==> config.mk <==
export PLATFORM = sky130hd
export DESIGN_NAME = signed_div_16
export DESIGN_NICKNAME = d
export VERILOG_FILES = /design/src/rtl/fixed_pkg.sv /design/src/rtl/q88_saturate.sv /design/src/rtl/signed_div_16.sv
export SDC_FILE = /design/constraint.sdc
export NUM_CORES = 1
export LEC_CHECK = 0
export CAP_MARGIN = 10
export CORE_AREA = 4 4 148 150
export CTS_CLUSTER_DIAMETER = 50
export DETAILED_ROUTE_END_ITERATION = 7
export DIE_AREA = 0 0 152 154
export PLACE_DENSITY = 0.55
export SLEW_MARGIN = 10
export SYNTH_ARGS = -nofsm -noshare
export SYNTH_HDL_FRONTEND = slang
export SYNTH_HIERARCHICAL = 1
export SYNTH_SLANG_ARGS = --single-unit
==> constraint.sdc <==
create_clock -name clk -period 3.1 [get_ports clk]
set_clock_uncertainty 0.2 [all_clocks]
set_input_delay 0.31 -clock clk [delete_from_list [all_inputs] [get_ports clk]]
set_output_delay 0.31 -clock clk [all_outputs]
set_load 0.02 [all_outputs]
==> src/rtl/fixed_pkg.sv <==
// rtl/fixed_pkg.sv - shared Q8.8 fixed-point constants, divider state enum, helpers
//
// Purpose : common definitions for the Q8.8 arithmetic blocks (divider,
//           saturation helper and future Q8.8 units).
// Ports   : none (package).
package fixed_pkg;

  localparam int Q_WIDTH = 16;
  localparam int Q_FRAC  = 8;

  localparam logic [Q_WIDTH-1:0] Q_MAX = 16'h7FFF;
  localparam logic [Q_WIDTH-1:0] Q_MIN = 16'h8000;

  // Divider datapath widths: dividend magnitude is |A| << Q_FRAC, the partial
  // remainder needs one bit more than the divisor to hold the shifted value.
  localparam int DVD_W = Q_WIDTH + Q_FRAC;
  localparam int REM_W = Q_WIDTH + 1;
  localparam int CNT_W = 5;

  localparam logic [CNT_W-1:0] CNT_LOAD = 5'd23;

  typedef enum logic [1:0] {
    IDLE = 2'd0,
    CALC = 2'd1,
    FIX  = 2'd2,
    DONE = 2'd3
  } div_state_e;

  // Unsigned magnitude of a two's complement Q8.8 value; 0x8000 maps to 32768.
  function automatic logic [Q_WIDTH-1:0] q_abs(input logic [Q_WIDTH-1:0] v);
    return v[Q_WIDTH-1] ? (~v + 16'd1) : v;
  endfunction

endpackage

==> src/rtl/q88_saturate.sv <==
// rtl/q88_saturate.sv - sign/magnitude to Q8.8 conversion with overflow flag
//
// Purpose : turns a sign bit plus 24-bit magnitude into a 16-bit Q8.8 value
//           and flags results outside the representable range.
//           Build option SIGNED_DIV_16_SAT_EN: defined -> clamp to Q_MAX/Q_MIN
//           on overflow; undefined -> keep the low 16 bits (wraps).
// Ports   : sign  in  1   result is negative
//           mag   in  24  result magnitude
//           c     out 16  Q8.8 result
//           ovf   out 1   magnitude outside the Q8.8 range for this sign
module q88_saturate
  import fixed_pkg::*;
(
  input  logic               sign,
  input  logic [DVD_W-1:0]   mag,
  output logic [Q_WIDTH-1:0] c,
  output logic               ovf
);

  logic [Q_WIDTH-1:0] wrapped;

  always_comb begin
    // Low 16 bits of the two's complement of the full magnitude.
    wrapped = sign ? (~mag[Q_WIDTH-1:0] + 16'd1) : mag[Q_WIDTH-1:0];
    // Negative side reaches one further than positive (-32768 is legal).
    ovf     = sign ? (mag > 24'd32768) : (mag > 24'd32767);
`ifdef SIGNED_DIV_16_SAT_EN
    c       = ovf ? (sign ? Q_MIN : Q_MAX) : wrapped;
`else
    c       = wrapped;
`endif
  end

endmodule

==> src/rtl/signed_div_16.sv <==
// rtl/signed_div_16.sv - iterative signed Q8.8 restoring divider, C = A / B
//
// Purpose : one quotient bit per cycle, sign/magnitude arithmetic, result
//           truncated toward zero. Build option SIGNED_DIV_16_SAT_EN selects
//           clamping (defined) or wrapping (undefined) on overflow.
// Ports   : clk        in  1   clock, rising edge
//           rst_n      in  1   asynchronous active-low reset
//           in_valid   in  1   A/B valid
//           in_ready   out 1   accepting operands (IDLE only)
//           A          in  16  signed Q8.8 dividend
//           B          in  16  signed Q8.8 divisor
//           out_valid  out 1   C/ovf/dbz valid (held until out_ready)
//           out_ready  in  1   consumer takes the result
//           C          out 16  signed Q8.8 quotient
//           ovf        out 1   quotient outside Q8.8 range
//           dbz        out 1   divisor was zero
module signed_div_16
  import fixed_pkg::*;
(
  input  logic               clk,
  input  logic               rst_n,
  input  logic               in_valid,
  output logic               in_ready,
  input  logic [Q_WIDTH-1:0] A,
  input  logic [Q_WIDTH-1:0] B,
  output logic               out_valid,
  input  logic               out_ready,
  output logic [Q_WIDTH-1:0] C,
  output logic               ovf,
  output logic               dbz
);

  div_state_e         state_q, state_d;
  logic               sign_q, sign_d;
  logic [DVD_W-1:0]   dvd_q, dvd_d;
  logic [Q_WIDTH-1:0] dvs_q, dvs_d;
  logic [REM_W-1:0]   rem_q, rem_d;
  logic [DVD_W-1:0]   quo_q, quo_d;
  logic [CNT_W-1:0]   cnt_q, cnt_d;
  logic [Q_WIDTH-1:0] c_q, c_d;
  logic               ovf_q, ovf_d;
  logic               dbz_q, dbz_d;

  logic [Q_WIDTH-1:0] abs_a;
  logic [Q_WIDTH-1:0] abs_b;
  logic [Q_WIDTH-1:0] dbz_code;
  logic [REM_W:0]     rem_sh;
  logic               rem_ge;
  logic [REM_W-1:0]   rem_diff;
  logic [Q_WIDTH-1:0] sat_c;
  logic               sat_ovf;

  q88_saturate u_sat (
    .sign (sign_q),
    .mag  (quo_q),
    .c    (sat_c),
    .ovf  (sat_ovf)
  );

  always_comb begin
    abs_a = q_abs(A);
    abs_b = q_abs(B);

    // Divide-by-zero result follows the sign of the dividend.
    if (A == '0) begin
      dbz_code = '0;
    end else if (A[Q_WIDTH-1]) begin
      dbz_code = Q_MIN;
    end else begin
      dbz_code = Q_MAX;
    end

    // Bring down the next dividend bit, MSB first. The remainder is always
    // below the divisor, so the top bit of rem_sh is zero whenever rem_ge is
    // set and the 17-bit difference is exact.
    rem_sh   = {rem_q, dvd_q[cnt_q]};
    rem_ge   = rem_sh >= {2'b00, dvs_q};
    rem_diff = rem_sh[REM_W-1:0] - {1'b0, dvs_q};
  end

  always_comb begin
    state_d = state_q;
    sign_d  = sign_q;
    dvd_d   = dvd_q;
    dvs_d   = dvs_q;
    rem_d   = rem_q;
    quo_d   = quo_q;
    cnt_d   = cnt_q;
    c_d     = c_q;
    ovf_d   = ovf_q;
    dbz_d   = dbz_q;

    case (state_q)
      IDLE: begin
        if (in_valid) begin
          sign_d = A[Q_WIDTH-1] ^ B[Q_WIDTH-1];
          dvd_d  = {abs_a, {Q_FRAC{1'b0}}};
          dvs_d  = abs_b;
          rem_d  = '0;
          quo_d  = '0;
          if (B == '0) begin
            c_d     = dbz_code;
            ovf_d   = 1'b0;
            dbz_d   = 1'b1;
            state_d = DONE;
          end else begin
            cnt_d   = CNT_LOAD;
            state_d = CALC;
          end
        end
      end

      CALC: begin
        rem_d = rem_ge ? rem_diff : rem_sh[REM_W-1:0];
        quo_d = {quo_q[DVD_W-2:0], rem_ge};
        if (cnt_q == '0) begin
          state_d = FIX;
        end else begin
          cnt_d = cnt_q - 5'd1;
        end
      end

      FIX: begin
        c_d     = sat_c;
        ovf_d   = sat_ovf;
        dbz_d   = 1'b0;
        state_d = DONE;
      end

      DONE: begin
        if (out_ready) begin
          state_d = IDLE;
        end
      end

      default: state_d = IDLE;
    endcase
  end

  always_ff @(posedge clk or negedge rst_n) begin
    if (!rst_n) begin
      state_q <= IDLE;
      sign_q  <= 1'b0;
      dvd_q   <= '0;
      dvs_q   <= '0;
      rem_q   <= '0;
      quo_q   <= '0;
      cnt_q   <= '0;
      c_q     <= '0;
      ovf_q   <= 1'b0;
      dbz_q   <= 1'b0;
    end else begin
      state_q <= state_d;
      sign_q  <= sign_d;
      dvd_q   <= dvd_d;
      dvs_q   <= dvs_d;
      rem_q   <= rem_d;
      quo_q   <= quo_d;
      cnt_q   <= cnt_d;
      c_q     <= c_d;
      ovf_q   <= ovf_d;
      dbz_q   <= dbz_d;
    end
  end

  assign in_ready  = (state_q == IDLE);
  assign out_valid = (state_q == DONE);
  assign C         = c_q;
  assign ovf       = ovf_q;
  assign dbz       = dbz_q;

endmodule

==> results.cfg, run 1 <==
[clocking]
cts-htree-levels = 3
cts_sinks = 99
cts_inserted_buffers = 9
clock_path_buffers = 2
clk_pin_slew_ns = 0.07
clock_tree_from_tritoncts = yes
clkLatencyLatePin_ns = 0.35
root_buffer = sky130_fd_sc_hd__clkbuf_16

[synth]
yosysWarningCount = 6
ys_seq_elements = 99
synth-async-reset-ratio = 1.00
synth.avg_cell_area_um2 = 9.22
netlist_area_um2 = 6090
synth_cell_types = 62
synth_nets = 723
yosysSeqAreaShare = 0.407
post_synth_inst_count = 661
dominantRegCellSynth = sky130_fd_sc_hd__dfrtp_1
synth_edf_count = 0

[sta]
fmax_ghz = 0.309
post-route-worst-setup-slack_ns = -0.141
final_setup_violation_count = 18
post-route-period-util = 1.05
slew_violations = 0
maxSlewHeadroom = 0.491
rsz_0062_raised_after_global_routing = yes
final.min_clock_period_ns = 3.24
timing.final.hold_violations = 0
worstMarginPinSlew_ns = 0.761

[pwr]
power_per_cell_area_nw_per_um2 = 1010
cell_internal_pwr_mw = 4.19
power_frac_seq = 0.274
clockPowerShare = 0.145
power.ir.vdd_worst_mv = 0.341
power.combinational.fraction = 0.581
p_total_mw = 7.54
switching_power_mw = 3.35
p_sw_frac = 0.444
power_leakage_nw = 3.20

[final_layout]
seq_area_um2 = 2480
finalNonFillerCells = 1009
net_count_final = 791
multi_input_comb_area_um2 = 3420
final_core_util = 0.362
n_antenna_cell = 0
drive_gt1_frac = 0.117
area.growth.synth_to_final_pct = 22.8
fillerInstances = 2130

[detailed_routing]
detail_route.first_pass.iterations = 4
drt.antenna.violating_nets = 0
vias = 4974
detail_route.wirelength_mm = 14.3
drt_iter0_drc = 271
avgViaCountPerCell = 4.93
drcViolationCount = 0
detail_route.wl_per_cell_um = 14.2

[place]
port_buffers = 55
routabilityCongestion = 0.793
pre_cts_ws_ns = -0.268
dp.cells = 990
dpl.hpwl_mm = 10.5

[job]
max_cap_violations = 0

[grt]
groute.usage.overall = 0.123
grt_antenna_before_repair = 0
grt_max_degree = 66
global_route_wire_length_before_repair_mm = 24.3
grt.overflow.total = 0
first_global_vias = 4806

[floorplanning]
die-width_um = 152
boundaryPins = 56
fp.dieArea_um2 = 23400
fp.dieH_um = 154
start_util = 0.295
placeableCoreArea_um2 = 20700
fp-row-count = 53

[critical_path]
cp.arrival_ns = 3.26
critical_path.startpoint_type = flop
worstPathMaxFanout = 7
critPathKind = flop to flop
critical_path.endpoint_type = flop
cp.required_ns = 3.12

[status]
failing_checks = negative setup slack
status = finished, violations left

[min_path]
holdCritPathClass = flop to flop
what timing repair did:
item                                   in CTS  in global routing
resized for setup                           6                  5
setup endpoints to repair                  18                 18
buffers inserted                            1                  1
pin swaps                                   5                  1
hold buffers                                1                  0
gates cloned                                0                  0
endpoints found under the hold margin      50                  0
layout by cell type (no fill, tap or decap), types with 4 or more instances in the layout:
master and count:
sky130_fd_sc_hd__mux2i_1 13, sky130_fd_sc_hd__dfrtp_1 98, sky130_fd_sc_hd__o21ai_1 16, sky130_fd_sc_hd__nand2b_1 6, sky130_fd_sc_hd__or4_4 4, sky130_fd_sc_hd__o41ai_1 6
sky130_fd_sc_hd__nor2_1 41, sky130_fd_sc_hd__ha_1 24, sky130_fd_sc_hd__a32oi_1 8, sky130_fd_sc_hd__inv_1 34, sky130_fd_sc_hd__mux4_2 4, sky130_fd_sc_hd__o211ai_1 5
sky130_fd_sc_hd__xnor2_1 24, sky130_fd_sc_hd__buf_4 31, sky130_fd_sc_hd__xor2_1 29, sky130_fd_sc_hd__clkdlybuf4s50_1 54, sky130_fd_sc_hd__a22o_1 28, sky130_fd_sc_hd__nor3_1 4
sky130_fd_sc_hd__o21ai_0 56, sky130_fd_sc_hd__nand3_1 8, sky130_fd_sc_hd__o31ai_1 15, sky130_fd_sc_hd__a31oi_1 19, sky130_fd_sc_hd__clkbuf_16 9, sky130_fd_sc_hd__nand2_1 96
sky130_fd_sc_hd__a21oi_1 26
cell type report:
class	instances	share of cell area
Inverter	34	0.0171
Tap cell	275	0.0460
Clock inverter	6	0.00786
Sequential cell	99	0.331
Clock buffer	10	0.0306
Timing Repair Buffer	88	0.110
Multi-Input combinational cell	497	0.457
power groups by stage:
stage                     combinational [mW]  clock [mW]  sequential, mW
after floorplan                         3.03           0            2.11
after CTS                               4.34        1.13            2.07
after global routing                    4.89        1.20            2.14
after global placement                  4.27           0            2.09
after detailed placement                4.28           0            2.09
final                                   4.38        1.09            2.07
cell usage after synthesis (4+ instances only):
master                      n  area (um^2)
sky130_fd_sc_hd__o31ai_1   15          113
sky130_fd_sc_hd__nand2_1   97          364
sky130_fd_sc_hd__o21ai_0   70          350
sky130_fd_sc_hd__a21oi_1   26          130
sky130_fd_sc_hd__a32oi_1    8         70.1
sky130_fd_sc_hd__nor3_1     4         20.0
sky130_fd_sc_hd__nand2b_1   7         43.8
sky130_fd_sc_hd__xnor2_1   24          210
sky130_fd_sc_hd__mux4_2     4         90.1
sky130_fd_sc_hd__a31oi_1   19          119
sky130_fd_sc_hd__dfrtp_1   99         2480
sky130_fd_sc_hd__a22o_1    28          245
sky130_fd_sc_hd__or4_4      4         45.0
sky130_fd_sc_hd__xor2_1    29          254
sky130_fd_sc_hd__mux2i_1   14          140
sky130_fd_sc_hd__o211ai_1   5         37.5
sky130_fd_sc_hd__clkbuf_1  24         90.1
sky130_fd_sc_hd__nand3_1    8         40.0
sky130_fd_sc_hd__ha_1      25          313
sky130_fd_sc_hd__inv_1     34          128
sky130_fd_sc_hd__nor2_1    42          158
sky130_fd_sc_hd__o41ai_1    7         61.3
through the flow:
step                hold slack, ns  area (um^2)  TNS [ns]
CTS                          0.287         7450     -2.16
global route                 0.317         7480     -4.80
detailed placement           0.195         7120     -3.63
floorplan                   -0.186         6120     -1.27
global placement             0.194         7120     -3.01
finish                       0.279         7480     -1.98
registers in the layout (all words and copies together), names as in the netlist:
signal / count
C: 16
dbz: 1
cnt_q: 5
rem_q: 17
ovf: 1
sign_q: 1
dvd_q: 16
state_q: 2
quo_q: 24
dvs_q: 16
worst max-delay path, stage by stage (launching register included):
cell and delay (ns):
sky130_fd_sc_hd__dfrtp_2 0.46, sky130_fd_sc_hd__mux4_2 0.36, sky130_fd_sc_hd__nor2_2 0.04, sky130_fd_sc_hd__nor4b_2 0.26, sky130_fd_sc_hd__nor2_1 0.10, sky130_fd_sc_hd__ha_2 0.19, sky130_fd_sc_hd__fa_2 0.34, sky130_fd_sc_hd__nand2b_4 0.16
sky130_fd_sc_hd__a211oi_4 0.22, sky130_fd_sc_hd__o211ai_1 0.12, sky130_fd_sc_hd__buf_4 0.18, sky130_fd_sc_hd__nand3_4 0.09, sky130_fd_sc_hd__buf_12 0.13, sky130_fd_sc_hd__mux2i_1 0.19, sky130_fd_sc_hd__o21ai_1 0.07
path summary, 6_finish.rpt:
check | endpoint | slack, ns | startpoint | depth (start not counted)
max | rem_q[5] | -0.14 | cnt_q[0] | 14
min | dvs_q[5] | 0.28 | dvs_q[5] | 2
max reg2reg | rem_q[5] | -0.14 | cnt_q[0] | 14
min reg2reg | dvs_q[5] | 0.28 | dvs_q[5] | 2
max in group asynchronous | rem_q[4] | 1.63 | rst_n | 3
min in group asynchronous | C[9] | 0.35 | rst_n | 2
routing by layer:
metal  GRT usage  part of all wire  vias to the layer above
met2       0.192              0.45                       88
met5           0                 0                        -
met3      0.0231             0.032                       10
met1       0.177              0.51                     2357
li1            -                 -                     2519
met4      0.0283            0.0087                        0
kinds of logic after synthesis:
logic type	after synthesis	synth area share
multiplexers	18	0.0378
AND/OR/NAND/NOR	202	0.165
flip-flops	99	0.407
buffers and inverters	65	0.0450
AO/OA/AOI/OAI	198	0.215
XOR/XNOR	53	0.0762
adder cells (fa/ha/maj)	26	0.0546
Note: power is estimated with default switching activity, not from simulation.
==> inputs of run 2 (changes only) <==
--- a/config.mk
+++ b/config.mk
@@ -6,11 +6,11 @@
 export NUM_CORES = 1
 export LEC_CHECK = 0
 export CAP_MARGIN = 10
-export CORE_AREA = 4 4 148 150
+export CORE_AREA = 4 4 116 118
 export CTS_CLUSTER_DIAMETER = 50
 export DETAILED_ROUTE_END_ITERATION = 7
-export DIE_AREA = 0 0 152 154
-export PLACE_DENSITY = 0.55
+export DIE_AREA = 0 0 120 122
+export PLACE_DENSITY = 0.79
 export SLEW_MARGIN = 10
 export SYNTH_ARGS = -nofsm -noshare
 export SYNTH_HDL_FRONTEND = slang
==> run 2 against run 1 <==
Effect of this change: the flow still finishes with violations (negative setup slack); non-clock buffer count is 2 lower; first-iteration DRC count is 34% higher; flip-flop and latch count stayed put; sequential power hardly changed; core utilization is 23 points higher; cell area is 1.6% lower; cell count is 10% lower; critical path type unchanged; largest cell class unchanged; highest routed layer unchanged.
==> results.cfg, run 2 (synthesis gave the netlist of run 1 again) <==
[critical_path]
reg2reg_from = cnt_q[0]
critical_path.endpoint_type = flop
worstPathMaxFanout = 5
cp.arrival_ns = 3.42
critical_path.startpoint_type = flop
critPathKind = flop to flop
r2r.worst_path.cells = 13
worst_setup_path_startpoint = cnt_q[0]
cp.required_ns = 3.14

[detailed_routing]
detail_route.wirelength_mm = 14.0
drt_iter0_drc = 363
drcViolationCount = 0
vias = 5110
detail_route.wl_per_cell_um = 15.5
detail_route.first_pass.iterations = 5
avgViaCountPerCell = 5.65
drt.antenna.violating_nets = 0

[place]
dpl.hpwl_mm = 10.2
routabilityCongestion = 0.873
pre_cts_ws_ns = -0.306
port_buffers = 55

[floorplanning]
fp-row-count = 41
placeableCoreArea_um2 = 12500
die-width_um = 120
fp.dieArea_um2 = 14600
fp.dieH_um = 122
start_util = 0.489
boundaryPins = 56

[clocking]
clk_pin_slew_ns = 0.07
cts_inserted_buffers = 9
clock_path_buffers = 2
cts-htree-levels = 3
cts_sinks = 99
root_buffer = sky130_fd_sc_hd__clkbuf_16
clock_tree_from_tritoncts = yes
clkLatencyLatePin_ns = 0.37

[final_layout]
area.growth.synth_to_final_pct = 20.8
mostFrequentLayoutCell = sky130_fd_sc_hd__dfrtp_1
multi_input_comb_area_um2 = 3450
register_bank_with_the_most_flops = quo_q
net_count_final = 790
largest_register_ff_count = 24
reg.largest.list = quo_q: 24 flops, rem_q: 17 flops
n_antenna_cell = 0
drive_gt1_frac = 0.121
seq_area_um2 = 2480
mostFrequentLayoutCells = sky130_fd_sc_hd__dfrtp_1 (98), sky130_fd_sc_hd__nand2_1 (96), sky130_fd_sc_hd__o21ai_0 (56)
fillerInstances = 1060

[sta]
final.min_clock_period_ns = 3.37
worstMarginPinSlew_ns = 0.725
post-route-worst-setup-slack_ns = -0.273
fin_tns_setup_ns = -3.91
post-route-period-util = 1.09
maxSlewHeadroom = 0.515
final_setup_violation_count = 18
rsz_0062_raised_after_global_routing = yes
fmax_ghz = 0.296
timing.final.hold_violations = 0
slew_violations = 0

[grt]
groute.usage.overall = 0.198
first_global_vias = 4919
global_route_wire_length_before_repair_mm = 23.4
grt_max_degree = 66
grt_antenna_before_repair = 0
grt.overflow.total = 0

[job]
max_cap_violations = 0

[pwr]
power_leakage_nw = 3.20
power.ir.vdd_worst_mv = 0.477
power_per_cell_area_nw_per_um2 = 1040

[status]
status = finished, violations left
failing_checks = negative setup slack

[min_path]
holdCritPathClass = primary input to async pin
run 2: changes by cell type in the layout (fill, tap and decap cells not counted), moves of 2 or more:
cell	before	now
sky130_fd_sc_hd__buf_4	31	29
sky130_fd_sc_hd__a32oi_2	0	2
sky130_fd_sc_hd__inv_6	1	3
sky130_fd_sc_hd__clkinv_4	2	0
sky130_fd_sc_hd__a32oi_1	8	6
run 2: routing by layer:
layer | global-route usage | routed length [um] | up-vias
li1 | - | - | 2517
met1 | 0.253 | 6010 | 2422
met2 | 0.333 | 6950 | 148
met3 | 0.0344 | 747 | 23
met4 | 0.0823 | 297 | 0
met5 | 0 | 0 | -
run 2: area by class of cell:
type                       instances  area share
multi-input combinational        498       0.469
inverter                          34      0.0173
sequential                        99       0.337
clock buffer                       9      0.0306
timing repair buffer              86       0.109
clock inverter                     7     0.00901
tap                              172      0.0292
run 2: metrics by stage:
stage                     total power, mW  hold slack [ns]  std cells  utilization  cell area [um^2]
after floorplan                      5.15           -0.186        661            -              6120
after global placement               6.13            0.118        880        0.556              6930
after detailed placement             6.29            0.127        880        0.556              6930
after CTS                            7.48            0.282        901        0.584              7280
after global routing                 8.26            0.308        905        0.591              7360
final                                7.64            0.270        905        0.591              7360
run 2: path summary, 6_finish.rpt:
check	endpoint	slack (ns)
min in group clk	dvd_q[22]	0.28
max in group asynchronous	rem_q[8]	1.73
hold reg to reg	dvd_q[22]	0.28
setup reg to reg	rem_q[14]	-0.27
hold / removal	C[6]	0.27
setup / recovery	rem_q[14]	-0.27
run 2: critical path, stage by stage, from the launching register on:
cell                       delay, ns
sky130_fd_sc_hd__dfrtp_2        0.46
sky130_fd_sc_hd__mux4_2         0.34
sky130_fd_sc_hd__nor2_1         0.05
sky130_fd_sc_hd__nor4b_2        0.31
sky130_fd_sc_hd__nor2_2         0.10
sky130_fd_sc_hd__ha_2           0.19
sky130_fd_sc_hd__fa_2           0.34
sky130_fd_sc_hd__nand2b_4       0.16
sky130_fd_sc_hd__a211oi_2       0.21
sky130_fd_sc_hd__o211ai_1       0.16
sky130_fd_sc_hd__buf_4          0.17
sky130_fd_sc_hd__and3_2         0.25
sky130_fd_sc_hd__a32oi_2        0.24
sky130_fd_sc_hd__o21ai_2        0.08
run 2: power by group:
part	leakage (nW)	switching [mW]	internal (mW)	total [mW]
registers	1.25	0.354	1.73	2.09
logic	1.80	2.54	1.91	4.44
clock network	0.142	0.543	0.568	1.11
run 2: what timing repair did:
item	4_1_cts	5_1_grt
cloned	0	1
resized for setup	6	12
buffers inserted	4	3
endpoints found under the hold margin	41	0
pin swaps	5	8
endpoints found under the setup margin	18	18
hold buffers	1	0
